<file path="config.mk">
export PLATFORM = sky130hd
export DESIGN_NAME = m_sequencer
export DESIGN_NICKNAME = d
export VERILOG_FILES = /design/src/rtl/m_sequencer.sv
export SDC_FILE = /design/constraint.sdc
export NUM_CORES = 1
export LEC_CHECK = 0
export BUFFER_PORTS_ARGS = -buffer_cell sky130_fd_sc_hd__buf_2
export CORE_MARGIN = 2
export CORE_UTILIZATION = 48
export DETAILED_ROUTE_END_ITERATION = 10
export HOLD_SLACK_MARGIN = 0.06
export PLACE_DENSITY_LB_ADDON = 0.1
export SLEW_MARGIN = 30
export SYNTH_ARGS = -nofsm -noshare
export SYNTH_HDL_FRONTEND = slang
export SYNTH_SLANG_ARGS = --single-unit
</file>
<file path="constraint.sdc">
create_clock -name clk -period 1.9 [get_ports clk]
set_input_delay 0.285 -clock clk [delete_from_list [all_inputs] [get_ports clk]]
set_output_delay 0.285 -clock clk [all_outputs]
set_load 0.02 [all_outputs]
</file>
<file path="src/rtl/m_sequencer.sv">
// m_sequencer: FSM that sequences the RV32M multiply/divide datapath selects.
// Ports: clk/reset; in_valid/in_ready/in_funct3 and the operand flags in_rs1_sign,
// in_rs2_sign, in_rs2_zero (issue side); sub_neg from the datapath; mux_A/B/R/D/Z
// datapath selects; out_valid/out_ready result handshake; out_sel_z (Z vs R holds
// the result); out_negate (consumer negates the result); busy (not IDLE).
module m_sequencer #(
  parameter int MUL_LATENCY  = 1,
  parameter int DIV_STEPS    = 32,
  parameter int MUX_A_LENGTH = 2,
  parameter int MUX_B_LENGTH = 2,
  parameter int MUX_R_LENGTH = 3,
  parameter int MUX_D_LENGTH = 2,
  parameter int MUX_Z_LENGTH = 2
) (
  input  logic                    clk,
  input  logic                    reset,
  input  logic                    in_valid,
  output logic                    in_ready,
  input  logic [2:0]              in_funct3,
  input  logic                    in_rs1_sign,
  input  logic                    in_rs2_sign,
  input  logic                    in_rs2_zero,
  input  logic                    sub_neg,
  output logic [MUX_A_LENGTH-1:0] mux_A,
  output logic [MUX_B_LENGTH-1:0] mux_B,
  output logic [MUX_R_LENGTH-1:0] mux_R,
  output logic [MUX_D_LENGTH-1:0] mux_D,
  output logic [MUX_Z_LENGTH-1:0] mux_Z,
  output logic                    out_valid,
  input  logic                    out_ready,
  output logic                    out_sel_z,
  output logic                    out_negate,
  output logic                    busy
);
  localparam logic [MUX_A_LENGTH-1:0] A_ZERO       = MUX_A_LENGTH'(0);
  localparam logic [MUX_A_LENGTH-1:0] A_R_SIGNED   = MUX_A_LENGTH'(1);
  localparam logic [MUX_A_LENGTH-1:0] A_R_UNSIGNED = MUX_A_LENGTH'(2);
  localparam logic [MUX_B_LENGTH-1:0] B_ZERO       = MUX_B_LENGTH'(0);
  localparam logic [MUX_B_LENGTH-1:0] B_D_SIGNED   = MUX_B_LENGTH'(1);
  localparam logic [MUX_B_LENGTH-1:0] B_D_UNSIGNED = MUX_B_LENGTH'(2);
  localparam logic [MUX_R_LENGTH-1:0] R_KEEP       = MUX_R_LENGTH'(0);
  localparam logic [MUX_R_LENGTH-1:0] R_A          = MUX_R_LENGTH'(1);
  localparam logic [MUX_R_LENGTH-1:0] R_A_NEG      = MUX_R_LENGTH'(2);
  localparam logic [MUX_R_LENGTH-1:0] R_MULT_LOWER = MUX_R_LENGTH'(3);
  localparam logic [MUX_R_LENGTH-1:0] R_SUB_KEEP   = MUX_R_LENGTH'(4);
  localparam logic [MUX_D_LENGTH-1:0] D_KEEP       = MUX_D_LENGTH'(0);
  localparam logic [MUX_D_LENGTH-1:0] D_B          = MUX_D_LENGTH'(1);
  localparam logic [MUX_D_LENGTH-1:0] D_B_NEG      = MUX_D_LENGTH'(2);
  localparam logic [MUX_D_LENGTH-1:0] D_SHR        = MUX_D_LENGTH'(3);
  localparam logic [MUX_Z_LENGTH-1:0] Z_KEEP       = MUX_Z_LENGTH'(0);
  localparam logic [MUX_Z_LENGTH-1:0] Z_ZERO       = MUX_Z_LENGTH'(1);
  localparam logic [MUX_Z_LENGTH-1:0] Z_MULT_UPPER = MUX_Z_LENGTH'(2);
  localparam logic [MUX_Z_LENGTH-1:0] Z_SHL_ADD    = MUX_Z_LENGTH'(3);
  localparam logic [2:0] S_IDLE = 3'd0;
  localparam logic [2:0] S_OPS  = 3'd1;
  localparam logic [2:0] S_WAIT = 3'd2;
  localparam logic [2:0] S_WB   = 3'd3;
  localparam logic [2:0] S_ITER = 3'd4;
  localparam logic [2:0] S_DONE = 3'd5;
  // One counter serves both WAIT and ITER, so size it for the longer of the two.
  localparam int CNT_MAX = (DIV_STEPS > MUL_LATENCY) ? DIV_STEPS : MUL_LATENCY;
  localparam int CW = $clog2(CNT_MAX + 1);
  logic [2:0]    r_state;
  logic [CW-1:0] r_cnt;
  logic          r_a_signed;
  logic          r_b_signed;
  logic          r_sel_z;
  logic          r_negate;
  logic [2:0]    w_next;
  logic          w_accept;
  logic          w_sdiv;
  logic          w_mul_phase;
  logic          w_unused;
  assign w_unused    = sub_neg;
  assign w_accept    = in_valid & (r_state == S_IDLE);
  assign w_sdiv      = in_funct3[2] & ~in_funct3[0];
  // The operand mode stays on mux_A/mux_B through WB so the upper word is signed correctly.
  assign w_mul_phase = (r_state == S_OPS) | (r_state == S_WAIT) | (r_state == S_WB);
  assign in_ready    = r_state == S_IDLE;
  assign busy        = r_state != S_IDLE;
  assign out_valid   = r_state == S_DONE;
  assign out_sel_z   = r_sel_z;
  assign out_negate  = r_negate;
  assign mux_A = w_mul_phase ? (r_a_signed ? A_R_SIGNED : A_R_UNSIGNED) : A_ZERO;
  assign mux_B = w_mul_phase ? (r_b_signed ? B_D_SIGNED : B_D_UNSIGNED) : B_ZERO;
  assign mux_R = w_accept ? ((w_sdiv & in_rs1_sign) ? R_A_NEG : R_A)
               : (r_state == S_WB) ? R_MULT_LOWER
               : (r_state == S_ITER) ? R_SUB_KEEP : R_KEEP;
  assign mux_D = w_accept ? ((w_sdiv & in_rs2_sign) ? D_B_NEG : D_B)
               : (r_state == S_ITER) ? D_SHR : D_KEEP;
  assign mux_Z = w_accept ? Z_ZERO
               : (r_state == S_WB) ? Z_MULT_UPPER
               : (r_state == S_ITER) ? Z_SHL_ADD : Z_KEEP;
  always_comb begin
    w_next = (r_state == S_IDLE) ? (w_accept ? (in_funct3[2] ? S_ITER : S_OPS) : S_IDLE)
           : (r_state == S_OPS)  ? S_WAIT
           : (r_state == S_WAIT) ? ((r_cnt == CW'(MUL_LATENCY - 1)) ? S_WB : S_WAIT)
           : (r_state == S_WB)   ? S_DONE
           : (r_state == S_ITER) ? ((r_cnt == CW'(DIV_STEPS - 1)) ? S_DONE : S_ITER)
           : (r_state == S_DONE) ? (out_ready ? S_IDLE : S_DONE) : S_IDLE;
  end
  always_ff @(posedge clk) begin
    if (reset) begin
      r_state    <= S_IDLE;
      r_cnt      <= '0;
      r_a_signed <= 1'b0;
      r_b_signed <= 1'b0;
      r_sel_z    <= 1'b0;
      r_negate   <= 1'b0;
    end else begin
      r_state <= w_next;
      // Counter clears on every state change so each WAIT/ITER run starts at 0.
      r_cnt   <= ((w_next == r_state) && ((r_state == S_WAIT) || (r_state == S_ITER))) ? r_cnt + CW'(1) : '0;
      if (w_accept) begin
        r_a_signed <= (in_funct3[1:0] != 2'd3);
        r_b_signed <= ~in_funct3[1];
        r_sel_z    <= in_funct3[2] ? ~in_funct3[1] : (in_funct3[1:0] != 2'd0);
        // Divide-by-zero leaves the quotient all-ones and the remainder as the dividend.
        r_negate   <= (in_funct3 == 3'd4) ? ((in_rs1_sign ^ in_rs2_sign) & ~in_rs2_zero)
                    : (in_funct3 == 3'd6) ? in_rs1_sign : 1'b0;
      end
    end
  end
endmodule

</file>
==> qor.yml <==
status:
  status: "finished clean"
clock_tree:
  cts_htree_levels: 1
  cts_buffers: 3
  cts_tree: "done"
  cts_setup_buffers: 0
  clock_sinks: 13
  path_clk_slew_ns: 0.08
  cts_root_buffer: "clkbuf_4"
  clockBufferDepth: 2
  clk_latency_ns: 0.28
  cts_hold_buf: 0
grt:
  grt_use_total: 0.201
  antenna_found_initial: 0
  grt_pass1_wl_mm: 2.89
  grt_max_degree: 10
  grt_pass1_vias: 691
  grt_overflow: 0
worst_setup_path:
  r2r-end: "r_cnt[3]"
  r2r_slack_ns: 0.32
  r2r_start: "r_cnt[0]"
  cp_max_fo: 7
  critPathLaunchType: "flop"
  r2r_cells: 5
  crit_arrival_ns: 1.51
  path_class: "reg2out"
  cp.required_ns: 1.62
  cp-end-kind: "output pin"
  crit_path_start: "r_state[2]"
pwr:
  ir_drop_uv: 500
  power_leakage_nw: 0.438
  power_density_mw_per_mm2: 826
finish:
  drive_gt1_frac: 0.375
  diodes: 0
  layout.nets: 134
  syn_to_final_growth_pct: 20.5
  final_area_um2: 970
placed_design:
  hpwl_mm: 1.32
  portBuffers: 25
  gp_congestion: 0.756
  placed_cell_area_um2: 940
sta:
  post-route-period-util: 0.946
  fmax_ghz: 0.556
  rsz0062_at_grt: "false"
  final_max_slew_viol_count: 0
  finalSetupViolations: 0
  post-route-min-period_ns: 1.80
  fin_skew_ns: 0.000357
  final_hold_viol_count: 0
  tightestPinTransition_ns: 0.461
  tns_ns: 0
  slew_headroom: 0.693
logic_synthesis:
  yosys_warnings: 0
  synth.avg_cell_area_um2: 8.65
  syn_inst: 93
  synth_cell_types: 37
  ys.flop_type: "dfxtp_1"
  seq_area_frac_synth: 0.323
  ys_seq_elements: 13
  syn_area_um2: 805
  synthArstFlopShare: 0
  synth_fp_nets: 106
  synth-edff-count: 0
worst_hold_path:
  min_from: "in_funct3[0]"
  whs_path_depth: 2
  hp-class: "in2reg"
  min_to: "r_a_signed"
floorplan:
  boundaryPins: 27
  core_mm2: 0.00154
  chipHeight_um: 44.9
  start_util: 0.522
  dieArea_mm2: 0.00202
  num_rows: 14
  die_x_um: 44.9
route:
  vias: 740
  finalWirelength_mm: 1.72
  first_iter_violations: 6
  ant_nets: 0
  wire_per_inst_um: 12.7
  first_pass_iters: 4
  drc: 0
  vias_per_cell: 5.44
flow_run:
  maxCapViolCount: 0
sequential cells by signal, indices dropped and copies added, names as in the netlist:
| name | count |
|---|---|
| r_cnt | 6 |
| r_state | 3 |
| out_negate | 1 |
| out_sel_z | 1 |
| r_b_signed | 1 |
| r_a_signed | 1 |
metrics by stage:
stage               power, mW  std cells   util  hold slack, ns  worst slack [ns]
global route            0.852        136  0.629           0.226            0.0197
global placement        0.622        132  0.610           0.446             0.305
detailed placement      0.627        132  0.610           0.448             0.279
floorplan               0.536         93      -           0.379             0.126
CTS                     0.803        136  0.627           0.212           0.00552
finish                  0.801        136  0.629           0.216             0.102
report_power, final:
group	switching [mW]	total (mW)	internal, mW	leakage (nW)
clock	0.0938	0.175	0.0816	0.0150
sequential	0.0275	0.320	0.293	0.106
combinational	0.190	0.305	0.114	0.316
total	0.312	0.801	0.489	0.438
Yosys cell counts (2+ instances only):
cell type	n	area (um^2)
buf_2	2	10.0
nor2b_1	2	12.5
and2_1	2	12.5
nor3_2	6	60.1
nor2_1	4	15.0
nor3b_1	2	15.0
nand3_1	3	15.0
nand2_1	8	30.0
dfxtp_1	13	260
inv_1	7	26.3
xnor2_1	3	26.3
ha_1	2	25.0
a21oi_1	5	25.0
buf_4	2	15.0
nand2b_1	2	12.5
o21ai_0	3	15.0
nor3_1	5	25.0
a21o_1	2	15.0
xor2_1	2	17.5
metal layers:
layer	vias up	wire, um	track usage
li1	380	-	-
met1	332	854	0.252
met2	23	744	0.317
met3	5	79	0.0360
met4	0	44	0.124
met5	-	0	0
timing repair:
item                                   in CTS  in global routing
resized for setup                           0                  3
endpoints found under the hold margin       0                  0
setup endpoints to repair                   0                  4
layout by cell type, fill, tap and decap left out, drive strengths merged, types with 3 or more instances in the layout:
master,n
nor2,5
inv,8
nand3,3
xnor2,3
buf,27
nand2,9
dfxtp,13
o21ai,4
a21oi,5
clkbuf,4
nor3,11
cells by family (layout without fill, tap and decap cells):
group                    after synthesis  after routing  synth area share
AO/OA/AOI/OAI                         19             19             0.176
XOR/XNOR                               5              5            0.0544
adder cells (fa/ha/maj)                2              2            0.0311
buffers and inverters                 12             39            0.0684
flip-flops                            13             13             0.323
AND/OR/NAND/NOR                       42             42             0.347
critical path: stages, from the launching register on:
cell and delay [ns]:
dfxtp_1 0.44, or3b_4 0.46, inv_1 0.09, a21o_1 0.08, buf_2 0.15
cell type report:
class	count	area, um^2
flip-flops and latches	13	262
repair buffers	27	140
multi-input cells	68	492
well taps	16	20.0
fillers	138	572
clock buffers	4	26.3
inverters	8	30.0
worst max path at each step:
stage,endpoint,slack [ns]
6_report,mux_D[1],0.10
5_1_grt,mux_R[0],0.02
2_1_floorplan,mux_D[0],0.13
3_5_place_dp,r_cnt[3],0.28
3_3_place_gp,r_cnt[5],0.31
4_1_cts,mux_D[0],0.006
No activity file was read; power rests on OpenSTA's default activity.
